`config.mk`:
```
export PLATFORM = sky130hd
export DESIGN_NAME = pipe_stage_reg
export DESIGN_NICKNAME = d
export VERILOG_FILES = /design/src/rtl/pipe_stage_reg.sv
export SDC_FILE = /design/constraint.sdc
export NUM_CORES = 1
export LEC_CHECK = 0
export ABC_AREA = 1
export CAP_MARGIN = 20
export CORE_MARGIN = 1
export CORE_UTILIZATION = 63
export CTS_CLUSTER_DIAMETER = 30
export DETAILED_ROUTE_END_ITERATION = 6
export DONT_BUFFER_PORTS = 1
export PLACE_DENSITY = 0.79
export SLEW_MARGIN = 20
export SYNTH_ARGS = -nofsm -noshare
export SYNTH_HDL_FRONTEND = slang
export SYNTH_SLANG_ARGS = --single-unit
```
`constraint.sdc`:
```
create_clock -name Clk -period 2.07 [get_ports Clk]
set_clock_uncertainty 0.05 [all_clocks]
set_input_delay 0.5175 -clock Clk [delete_from_list [all_inputs] [get_ports Clk]]
set_output_delay 0.5175 -clock Clk [all_outputs]
set_load 0.05 [all_outputs]
```
`src/rtl/pipe_stage_reg.sv`:
```
// Pipeline stage register with valid/ready flow control, flush bubbles and an optional 2-entry skid buffer.
// Out_Ctrl is masked to zero whenever the stage holds no beat.
module pipe_stage_reg #(
   parameter int CTRL_W = 8,
   parameter int DATA_W = 128,
   parameter bit SKID   = 1'b1
) (
   input  logic              Clk,
   input  logic              Rst_n,
   input  logic              Flush,
   input  logic              In_Valid,
   output logic              In_Ready,
   input  logic [CTRL_W-1:0] In_Ctrl,
   input  logic [DATA_W-1:0] In_Data,
   output logic              Out_Valid,
   input  logic              Out_Ready,
   output logic [CTRL_W-1:0] Out_Ctrl,
   output logic [DATA_W-1:0] Out_Data,
   output logic [1:0]        Occupancy
);

   typedef enum logic [1:0] {
      ST_EMPTY = 2'd0,
      ST_ONE   = 2'd1,
      ST_TWO   = 2'd2
   } state_t;

   state_t            state_reg, state_next;
   logic [CTRL_W-1:0] main_ctrl_reg, skid_ctrl_reg;
   logic [DATA_W-1:0] main_data_reg, skid_data_reg;
   logic              in_fire, out_fire;
   logic              load_main_in, load_main_skid, load_skid;

   assign Out_Valid = (state_reg != ST_EMPTY);
   assign in_fire   = In_Valid & In_Ready;
   assign out_fire  = Out_Valid & Out_Ready;
   assign Out_Ctrl  = Out_Valid ? main_ctrl_reg : '0;
   assign Out_Data  = main_data_reg;
   assign Occupancy = state_reg;

   always_comb begin
      state_next     = state_reg;
      load_main_in   = 1'b0;
      load_main_skid = 1'b0;
      load_skid      = 1'b0;
      // A flushed cycle still consumes the input beat but stores nothing.
      if (Flush) begin
         state_next = ST_EMPTY;
      end else begin
         case (state_reg)
            ST_EMPTY: begin
               if (in_fire) begin
                  state_next   = ST_ONE;
                  load_main_in = 1'b1;
               end
            end
            ST_ONE: begin
               if (in_fire && out_fire) begin
                  load_main_in = 1'b1;
               end else if (in_fire) begin
                  if (SKID) begin
                     state_next = ST_TWO;
                     load_skid  = 1'b1;
                  end else begin
                     load_main_in = 1'b1;
                  end
               end else if (out_fire) begin
                  state_next = ST_EMPTY;
               end
            end
            ST_TWO: begin
               if (out_fire) begin
                  state_next     = ST_ONE;
                  load_main_skid = 1'b1;
               end
            end
            default: state_next = ST_EMPTY;
         endcase
      end
   end

   always_ff @(posedge Clk) begin
      if (!Rst_n) begin
         state_reg     <= ST_EMPTY;
         main_ctrl_reg <= '0;
         main_data_reg <= '0;
         skid_ctrl_reg <= '0;
         skid_data_reg <= '0;
      end else begin
         state_reg <= state_next;
         if (load_main_in) begin
            main_ctrl_reg <= In_Ctrl;
            main_data_reg <= In_Data;
         end else if (load_main_skid) begin
            main_ctrl_reg <= skid_ctrl_reg;
            main_data_reg <= skid_data_reg;
         end
         if (load_skid) begin
            skid_ctrl_reg <= In_Ctrl;
            skid_data_reg <= In_Data;
         end
      end
   end

   generate
      if (SKID) begin : g_skid
         // Registered ready breaks the combinational path from Out_Ready upstream.
         logic in_ready_reg;
         always_ff @(posedge Clk) begin
            if (!Rst_n) in_ready_reg <= 1'b1;
            else        in_ready_reg <= (state_next != ST_TWO);
         end
         assign In_Ready = in_ready_reg;
      end else begin : g_noskid
         assign In_Ready = !Out_Valid | Out_Ready;
      end
   endgenerate

endmodule

```
# Word-level counts from Yosys, hierarchy flattened
# Index checks and enable logic that the tools add are counted.
[classes]
eq_ne = 3
n_mux = 22
n_bitwise = 2
reduce_logical = 4
[ops]
columns = ["operator", "count"]
rows = [
  ["$mux W128", 2],
  ["$mux W8", 3],
  ["$mux W2", 6],
  ["$mux W1", 9],
  ["$pmux W2 S3", 1],
  ["$reduce_bool A2 Y1", 2],
  ["$and A1 B1 Y1", 2],
  ["$eq A2 B1 Y1 const B", 1],
  ["$eq A2 B2 Y1 const B", 1],
  ["$logic_not A2 Y1", 1],
  ["$ne A2 B2 Y1 const B", 1],
  ["$pmux W1 S2", 1],
  ["$logic_and A1 B1 Y1", 1],
]
[word_totals]
regBits = 275
input_bits = 141
wordCells = 37

# Depth between registers and ports, before layout
# Gate-level depths: netlist of the first run.
[depth]
ltp_word = 8
ltp_mapped = 10

# Least setup slack after synthesis of the first run
# OpenSTA, ideal clock, no wires.
[synth_timing]
path_kind = "register to output"
startpoint = "register state_reg[1] (netlist: Occupancy[1])"
endpoint = "output port Out_Ctrl[0]"
t_arrival_ps = 2139
required_time_ps = 1502
path_slack_ps = -636
path_stages_with_launch = 5
cell_sequence = "dfxtp_1 > inv_1 > nand2_1 > inv_1 > nor2_1"
[synth_between]
elab_chain_cells = 2
[synth_rtl]
columns = ["element", "line_no", "rtl"]
rows = [
  ["start: declaration", "28", "state_t state_reg, state_next;"],
  ["start signal: assignment", "90", "state_reg <= state_next;"],
  ["$reduce_bool A2 Y1", "34", "assign Out_Valid = (state_reg != ST_EMPTY);"],
  ["named net Out_Valid", "15", "output logic Out_Valid,"],
  ["$mux W8", "37", "assign Out_Ctrl = Out_Valid ? main_ctrl_reg : '0;"],
  ["end: declaration", "17", "output logic [CTRL_W-1:0] Out_Ctrl,"],
]
# The timed path passes the listed nets, and every way through them passes these cells.

# Final worst setup path of the first run
[layout_timing]
startpoint = "register state_reg[0] (netlist: Occupancy[0])"
endpoint = "output port Out_Ctrl[7]"
[layout_between]
elab_chain_cells = 2
[layout_rtl]
columns = ["element", "line_no"]
rows = [
  ["$reduce_bool A2 Y1", "34"],
  ["$mux W8", "37"],
]
# Every way passes these cells.

==> results of run 1 <==
[logic make-up (layout without fill, tap and decap cells)]
group           Yosys count  count (layout)  synth area share (%)
simple gates            975             975                  33.1
compound gates          276             276                  11.4
buf+inv                 302             290                  10.2
flops                   275             275                  45.4
[where the power goes]
| part | switching, mW | internal (mW) | total, mW | leakage, nW |
|---|---|---|---|---|
| clock network | 2.66 | 5.56 | 8.21 | 0.844 |
| logic | 0.615 | 0.347 | 0.962 | 3.65 |
| registers | 0.790 | 5.56 | 6.35 | 2.25 |
| total | 4.06 | 11.5 | 15.5 | 6.74 |
[metal layers]
metal  global-route usage (%)  vias to the layer above  share of wire, %
met5                        0                        -                 0
met3                     12.0                       87                11
li1                         -                     5702                 -
met2                     55.2                      499                47
met4                     13.8                        0               3.4
met1                     38.8                     5295                38
[per-stage QoR]
stage          hold slack (ps)  cells
2_1_floorplan              414   1828
3_3_place_gp               420   1951
3_5_place_dp               425   1951
4_1_cts                   56.4   2048
5_1_grt                   59.8   2050
6_report                  71.1   2050
[area by class of cell]
cell class	count	area share, %
Sequential cell	275	38.5
Clock buffer	73	10.6
Tap cell	234	2.04
Multi-Input combinational cell	1251	38.3
Timing Repair Buffer	43	4.87
Clock inverter	20	1.50
Inverter	154	4.16
[cell usage in the layout (no fill, tap or decap)]
cell	instances
dfxtp_4	2
nor2_4	9
nand2_4	3
inv_1	148
nand2_1	411
clkinv_2	10
nand3_1	274
o21ai_0	138
nor3_1	1
inv_4	4
nor2_1	275
inv_6	1
buf_4	13
o211ai_1	1
buf_12	28
bufinv_16	4
nor3_2	1
nor3_4	1
buf_8	1
clkbuf_8	10
clkinvlp_4	7
dfxtp_1	273
o21ai_1	1
a21oi_1	136
clkbuf_16	55
clkbuf_1	9
[how the worst min path moves through the flow]
stage,to,slack [ps]
floorplan,main_ctrl_reg[0]$_SDFFE_PN0P_,410
global placement,main_ctrl_reg[4]$_SDFFE_PN0P_,420
detailed placement,main_ctrl_reg[5]$_SDFFE_PN0P_,430
CTS,skid_data_reg[41]$_SDFFE_PN0P_,60
global route,skid_data_reg[26]$_SDFFE_PN0P_,60
finish,skid_data_reg[106]$_SDFFE_PN0P_,70
[timing repair]
item / 4_1_cts / 5_1_grt
buffers inserted: 4 / 1
pin swaps: 4 / 6
gates resized for setup: 3 / 6
endpoints found under the setup margin: 8 / 40
cloned: 0 / 1
==> run_results.csv, run 1 <==
group,metric,value,unit
placement,dpl.hpwl,18800,microns
final_layout,syn2layout_area_growth,18.1,%
clock_network,clkLatencyLatePin,530,ps
logic_synthesis,synth_edf_count,0,
logic_synthesis,synth_warnings,0,
die,core-area,0.0188,sq mm
critical_path,r2r_cells,7,
timing,period_share,101,%
critical_path,crit_cells,6,
outcome,violations,"negative setup slack",
critical_path,startpoint_type,"register",
logic_synthesis,syn_area,0.0121,sq mm
final_layout,multi_input_area,0.00550,sq mm
logic_synthesis,synthTopCellsByCount,"nand2_1, nor2_1, dfxtp_1",
global_routing,grt_use_total,33.2,%
detailed_routing,wire_per_inst,16.7,microns
min_path,min_path_cells,2,
timing,finalSetupTns,-56.8,ps
die,die_y,141,microns
clock_network,clk_pin_slew_worst_paths,50,ps
placement,dpl_cell_area,0.0125,sq mm
placement,finalWeightedCongestion,0.859,
pwr,p_leak,6.74,nW
critical_path,cp_common_cell,"buf_12",
timing,timing.fmax,480,MHz
critical_path,cp_slowest_cell,"dfxtp_4",
die,rows,50,
logic_synthesis,ys_types,18,
critical_path,worst-path-max-fanout,8,
logic_synthesis,syn_inst,1828,
global_routing,grt_max_degree,138,
pwr,finalPower,15.5,mW
clock_network,cts_buffers,50,
timing,min_period,2090,ps
timing,setup_ws,-15.1,ps
logic_synthesis,synth.most_common_cell,"nand2_1",
die,dieArea,0.0198,sq mm
detailed_routing,antenna_left,0,
final_layout,fin_util,76.4,%
logic_synthesis,synth-seq-area-share,45.4,%
critical_path,required,1500,ps
logic_synthesis,synthArstFlopShare,0,%
global_routing,grt_pass1_vias,10800,
critical_path,rrSetupSlack,130,ps
logic_synthesis,synth-seq-cells,275,
critical_path,r2r-end,"skid_data_reg[112]$_SDFFE_PN0P_",
detailed_routing,wl,34200,microns
timing,setup_viol,5,
critical_path,r2r-start,"Occupancy[0]$_SDFF_PN0_",
final_layout,antenna_cells,0,
critical_path,path_cells,"inv_4, nand2_4, clkinvlp_4, buf_12, nor2_4, buf_12",
logic_synthesis,syn-mean-instance-area,6.64,sq um
global_routing,grt_pass1_wl,53800,microns
clock_network,hold_buffers,0,
detailed_routing,vias,11600,
logic_synthesis,synth_nets,1969,
timing,final_hold_viol_count,0,
critical_path,critPathBufInv,4,
clock_network,clock-root-buffer,"clkbuf_16",
logic_synthesis,yosysTopAreaCellShare,45.4,%
critical_path,cp-startpoint,"Occupancy[0]$_SDFF_PN0_",
clock_network,tritoncts,"done",
critical_path,crit_type,"reg2out",
detailed_routing,drc,0,
final_layout,fill_cells,1477,
detailed_routing,vias_per_cell,5.65,
critical_path,crit_family,"buffers and inverters",
min_path,hold_start,"Rst_n",
clock_network,cts_buffer_depth,3,
pwr,powerDensity,1080,mW/mm^2
final_layout,drive_gt1_share,8.20,%
outcome,outcome,"finished with violations",
pwr,ir_drop,1.04,mV
final_layout,final_area,0.0143,sq mm
global_routing,grt-ovfl-total,0,
placement,pre_cts_ws,167,ps
critical_path,crit_end,"Out_Ctrl[7]",
timing,slew_headroom,59.9,%
critical_path,crit_path_max_incr_delay,360,ps
clock_network,cts.sinks,275,
logic_synthesis,yosysTopAreaCell,"dfxtp_1",
clock_network,ctsHtreeMaxLevel,2,
final_layout,regArea,0.00551,sq mm
timing,rsz0062_at_grt,"yes",
die,ioPinCount,281,
global_routing,antenna_found_initial,0,
timing,slew_violations,0,
critical_path,worstSetupEndpointType,"output port",
critical_path,cp.arrival,1520,ps
detailed_routing,first_pass_iters,5,
placement,port_buffers,0,
min_path,hold_class,"in2reg",
logic_synthesis,ys.flop_type,"dfxtp_1",
die,start_util,64.6,%
die,die_x,141,microns
logic_synthesis,synth_area_leaders,"dfxtp_1, nand2_1, nand3_1",
final_layout,fin_nets,1916,
run,maxCapViolCount,0,
detailed_routing,drtIter0Drc,902,
timing,tightestPinTransition,601,ps
Note: power is estimated with default switching activity, not from simulation.
==> run 2, diff against run 1 <==
--- a/config.mk
+++ b/config.mk
@@ -5,7 +5,6 @@
 export SDC_FILE = /design/constraint.sdc
 export NUM_CORES = 1
 export LEC_CHECK = 0
-export ABC_AREA = 1
 export CAP_MARGIN = 20
 export CORE_MARGIN = 1
 export CORE_UTILIZATION = 63
==> run_results.csv, run 2 <==
group,metric,value,unit
timing,period_share,98.5,%
timing,finalSetupTns,0,ps
min_path,hold_class,"in2reg",
die,dieArea,0.0178,sq mm
global_routing,antenna_found_initial,0,
placement,dpl.hpwl,15900,microns
pwr,powerDensity,1200,mW/mm^2
clock_network,cts_buffer_depth,3,
die,rows,47,
clock_network,clock-root-buffer,"clkbuf_16",
critical_path,crit_path_max_incr_delay,640,ps
logic_synthesis,synth-seq-cells,275,
critical_path,required,2380,ps
critical_path,worstSetupEndpointType,"register",
global_routing,grt_pass1_wl,43900,microns
global_routing,grt_max_degree,274,
logic_synthesis,yosysTopAreaCellShare,50.6,%
placement,port_buffers,0,
clock_network,clkLatencyLatePin,520,ps
detailed_routing,antenna_left,0,
timing,tightestPinTransition,621,ps
die,die_y,133,microns
timing,slew_headroom,58.5,%
pwr,p_leak,4.34,nW
logic_synthesis,synth-seq-area-share,50.6,%
die,ioPinCount,281,
logic_synthesis,syn-mean-instance-area,7.93,sq um
timing,rsz0062_at_grt,"yes",
critical_path,crit_type,"reg2reg",
timing,timing.fmax,490,MHz
run,maxCapViolCount,0,
logic_synthesis,syn_inst,1373,
critical_path,cp_common_cell,"buf_4",
timing,final_hold_viol_count,0,
pwr,ir_drop,0.928,mV
detailed_routing,wire_per_inst,17.3,microns
logic_synthesis,yosysTopAreaCell,"dfxtp_1",
clock_network,ctsHtreeMaxLevel,2,
critical_path,cp_slowest_cell,"or4b_4",
die,start_util,65.2,%
logic_synthesis,synth.most_common_cell,"nand2_1",
global_routing,grt-ovfl-total,0,
final_layout,fin_nets,1477,
detailed_routing,drtIter0Drc,836,
logic_synthesis,syn_area,0.0109,sq mm
critical_path,critPathBufInv,2,
final_layout,fill_cells,1185,
final_layout,syn2layout_area_growth,17.2,%
timing,min_period,2040,ps
outcome,outcome,"finished clean",
logic_synthesis,synthTopCellsByCount,"nand2_1, dfxtp_1, a31oi_1",
clock_network,clk_pin_slew_worst_paths,50,ps
placement,finalWeightedCongestion,0.800,
detailed_routing,vias_per_cell,5.89,
final_layout,drive_gt1_share,9.39,%
clock_network,cts.sinks,275,
logic_synthesis,synthArstFlopShare,0,%
logic_synthesis,synth_area_leaders,"dfxtp_1, nand2_1, a31oi_1",
global_routing,grt_pass1_vias,8773,
critical_path,cp.arrival,2350,ps
logic_synthesis,synth_nets,1514,
detailed_routing,first_pass_iters,5,
clock_network,tritoncts,"done",
die,core-area,0.0167,sq mm
critical_path,worst-path-max-fanout,46,
logic_synthesis,ys_types,25,
clock_network,cts_buffers,48,
critical_path,path_cells,"buf_4, or4b_4, buf_4, o21ai_0, a31oi_1",
critical_path,startpoint_type,"register",
global_routing,grt_use_total,30.1,%
final_layout,layout_common_cells,"nand2_1, dfxtp_1, a31oi_1, o21ai_0, a21boi_0",
detailed_routing,drc,0,
timing,slew_violations,0,
timing,setup_viol,0,
final_layout,antenna_cells,0,
logic_synthesis,synth_warnings,0,
final_layout,final_common_cell,"nand2_1",
detailed_routing,vias,9382,
detailed_routing,wl,27600,microns
timing,whs,70.7,ps
critical_path,crit_family,"simple AND/OR/NAND/NOR gates",
logic_synthesis,ys.flop_type,"dfxtp_1",
die,die_x,133,microns
logic_synthesis,synth_edf_count,0,
==> run 2: kinds of logic (layout without fill, tap and decap cells) <==
family	after synthesis	count (layout)	share of synthesized area, %
AOI/OAI and AO/OA	410	410	23.6
buffers and inverters	123	124	5.78
DFF	275	275	50.6
and+or+nand+nor	564	564	20.0
xor gates and xnor gates	1	1	0.0804
==> run 2: metal layers <==
metal  vias to the layer above  track usage, %  part of all wire [%]
li1                       4551               -                     -
met1                      4421            36.0                    39
met2                       341            49.8                    48
met3                        69            9.55                   9.7
met4                         0            12.9                   3.5
met5                         -               0                     0
==> run 2: path summary, 6_finish.rpt <==
kind                                        start                               to  slack, ps  cells past startpoint
setup / recovery          Occupancy[1]$_SDFF_PN0_        Out_Data[36]$_SDFFE_PN0P_         30                      5
hold / removal                          Out_Ready              In_Ready$_SDFF_PN1_         70                      1
setup reg to reg          Occupancy[1]$_SDFF_PN0_        Out_Data[36]$_SDFFE_PN0P_         30                      5
hold reg to reg   skid_data_reg[104]$_SDFFE_PN0P_  skid_data_reg[104]$_SDFFE_PN0P_        400                      2
==> run 2: power breakdown <==
group          switching (mW)  total (mW)  internal [mW]
Combinational           0.289       0.506          0.217
Clock                    2.62        8.51           5.88
Sequential              0.769        6.28           5.51
Total                    3.68        15.3           11.6
==> run 2: layout make-up <==
type,count,area (sq um),area share [%]
multi-input combinational,975,4790,37.5
tap,220,275,2.16
clock buffer,60,1360,10.6
inverter,3,11.3,0.0883
sequential,275,5510,43.2
timing repair buffer,33,389,3.05
clock inverter,28,427,3.34
==> run 2: worst reg2reg max path, stage by stage, from the launching register on <==
cell,delay [ps]
dfxtp_4,360
buf_4,140
or4b_4,640
buf_4,320
o21ai_0,300
a31oi_1,80
==> run 2: timing repair <==
item	4_1_cts	5_1_grt
hold buffers	0	0
buffers inserted	0	2
gates resized for setup	9	4
cloned	1	0
setup endpoints to repair	9	8
==> run 2: stage by stage <==
step                worst slack [ps]  power (mW)  utilization [%]  cells  cell area [sq um]
CTS                             23.9        15.4             76.2   1592              12700
global placement                97.4        6.85             65.4   1503              10900
finish                          30.6        15.3             76.4   1594              12800
global route                   -18.4        15.7             76.4   1594              12800
floorplan                       -202        6.80                -   1373              10900
detailed placement              46.4        6.88             65.4   1503              10900
==> run 3, diff against run 2 <==
--- a/config.mk
+++ b/config.mk
@@ -12,6 +12,7 @@
 export DETAILED_ROUTE_END_ITERATION = 6
 export DONT_BUFFER_PORTS = 1
 export PLACE_DENSITY = 0.79
+export RECOVER_POWER = 100
 export SLEW_MARGIN = 20
 export SYNTH_ARGS = -nofsm -noshare
 export SYNTH_HDL_FRONTEND = slang
==> run_results.csv, run 3 (synthesis results as in run 2) <==
group,metric,value,unit
outcome,outcome,"finished clean",
placement,finalWeightedCongestion,0.800,
critical_path,required,2380,ps
critical_path,r2r-start,"Occupancy[1]$_SDFF_PN0_",
timing,slew_headroom,53.1,%
detailed_routing,antenna_left,0,
final_layout,antenna_cells,0,
die,rows,47,
timing,period_share,99.2,%
run,maxCapViolCount,0,
final_layout,fin_cells,1594,
clock_network,tritoncts,"done",
pwr,finalPower,15.3,mW
critical_path,worstSetupEndpointType,"register",
timing,timing.fmax,487,MHz
global_routing,grt_pass1_vias,8773,
clock_network,clkLatencyLatePin,520,ps
final_layout,layout_common_cells,"nand2_1, dfxtp_1, a31oi_1, o21ai_0, a21boi_0",
final_layout,fin_nets,1477,
die,start_util,65.2,%
placement,dpl.hpwl,15900,microns
timing,slew_violations,0,
timing,finalSetupTns,0,ps
critical_path,cp.arrival,2370,ps
detailed_routing,first_pass_iters,5,
timing,final_hold_viol_count,0,
detailed_routing,vias_per_cell,5.90,
pwr,ir_drop,0.934,mV
min_path,hold_start,"Out_Ready",
final_layout,drive_gt1_share,9.17,%
placement,dpl_cell_area,0.0109,sq mm
final_layout,final_area,0.0127,sq mm
detailed_routing,wire_per_inst,17.3,microns
critical_path,startpoint_type,"register",
clock_network,cts_buffers,48,
clock_network,clk_pin_slew_worst_paths,50,ps
die,ioPinCount,281,
final_layout,fin_util,76.1,%
placement,placedCellCount,1503,
die,dieArea,0.0178,sq mm
clock_network,cts_buffer_depth,3,
min_path,hold_class,"in2reg",
final_layout,final_common_cell,"nand2_1",
final_layout,fill_cells,1193,
pwr,powerDensity,1200,mW/mm^2
detailed_routing,drtIter0Drc,827,
die,die_y,133,microns
critical_path,crit_type,"reg2reg",
detailed_routing,vias,9400,
pwr,p_leak,4.31,nW
timing,min_period,2050,ps
clock_network,clock-root-buffer,"clkbuf_16",
placement,port_buffers,0,
detailed_routing,wl,27500,microns
timing,setup_viol,0,
global_routing,grt_use_total,30.1,%
die,core-area,0.0167,sq mm
critical_path,cp-startpoint,"Occupancy[1]$_SDFF_PN0_",
die,die_x,133,microns
clock_network,ctsHtreeMaxLevel,2,
timing,tightestPinTransition,703,ps
global_routing,antenna_found_initial,0,
critical_path,worst-path-max-fanout,46,
global_routing,grt_max_degree,274,
final_layout,syn2layout_area_growth,16.7,%
clock_network,cts.sinks,275,
timing,rsz0062_at_grt,"yes",
global_routing,grt-ovfl-total,0,
global_routing,grt_pass1_wl,43900,microns
detailed_routing,drc,0,
## run 3: cell types whose count changed in the layout (fill, tap and decap cells not counted), sizes merged
cell / previous run / this run
clkbuf: 60 / 65
buf: 33 / 28
## run 3: timing repair
action	CTS	global route
setup buffers	0	2
cloned	1	0
hold buffers	0	0
gates resized for setup	9	4
endpoints found under the setup margin	9	8
## run 3: layout make-up
| class | instances | area, sq um | area share [%] |
|---|---|---|---|
| multi-input combinational | 975 | 4780 | 37.6 |
| tap | 220 | 275 | 2.17 |
| timing repair buffer | 33 | 347 | 2.73 |
| inverter | 3 | 11.3 | 0.0886 |
| sequential | 275 | 5510 | 43.4 |
| clock inverter | 28 | 427 | 3.36 |
| clock buffer | 60 | 1360 | 10.7 |
## run 3: critical path: stages, from the launching register on
cell and delay [ps]:
dfxtp_4 360, buf_4 140, or4b_4 640, buf_4 310, o21ai_0 290, a31oi_1 80
## run 3: worst paths after layout
kind	end	slack [ps]	cells after the start
min reg2reg	skid_data_reg[104]$_SDFFE_PN0P_	400	2
min	In_Ready$_SDFF_PN1_	70	1
max	Out_Data[36]$_SDFFE_PN0P_	20	5
max reg2reg	Out_Data[36]$_SDFFE_PN0P_	20	5
## run 3: where the power goes
part,switching [mW],internal (mW),total (mW)
Clock,2.64,5.88,8.52
Sequential,0.768,5.51,6.28
Combinational,0.289,0.213,0.502
Total,3.70,11.6,15.3
## run 3: per-layer routing
layer / global-route usage, % / vias up / part of all wire (%)
met1: 36.0 / 4423 / 39
met5: 0 / - / 0
met4: 12.9 / 0 / 3.5
met2: 49.8 / 352 / 48
li1: - / 4555 / -
met3: 9.55 / 70 / 9.6
## run 3: through the flow
stage          hold slack [ps]  worst slack [ps]
2_1_floorplan              385              -202
3_3_place_gp               390              97.4
3_5_place_dp               395              46.4
4_1_cts                   56.9              23.9
5_1_grt                   61.7             -18.4
6_report                  69.3              16.6
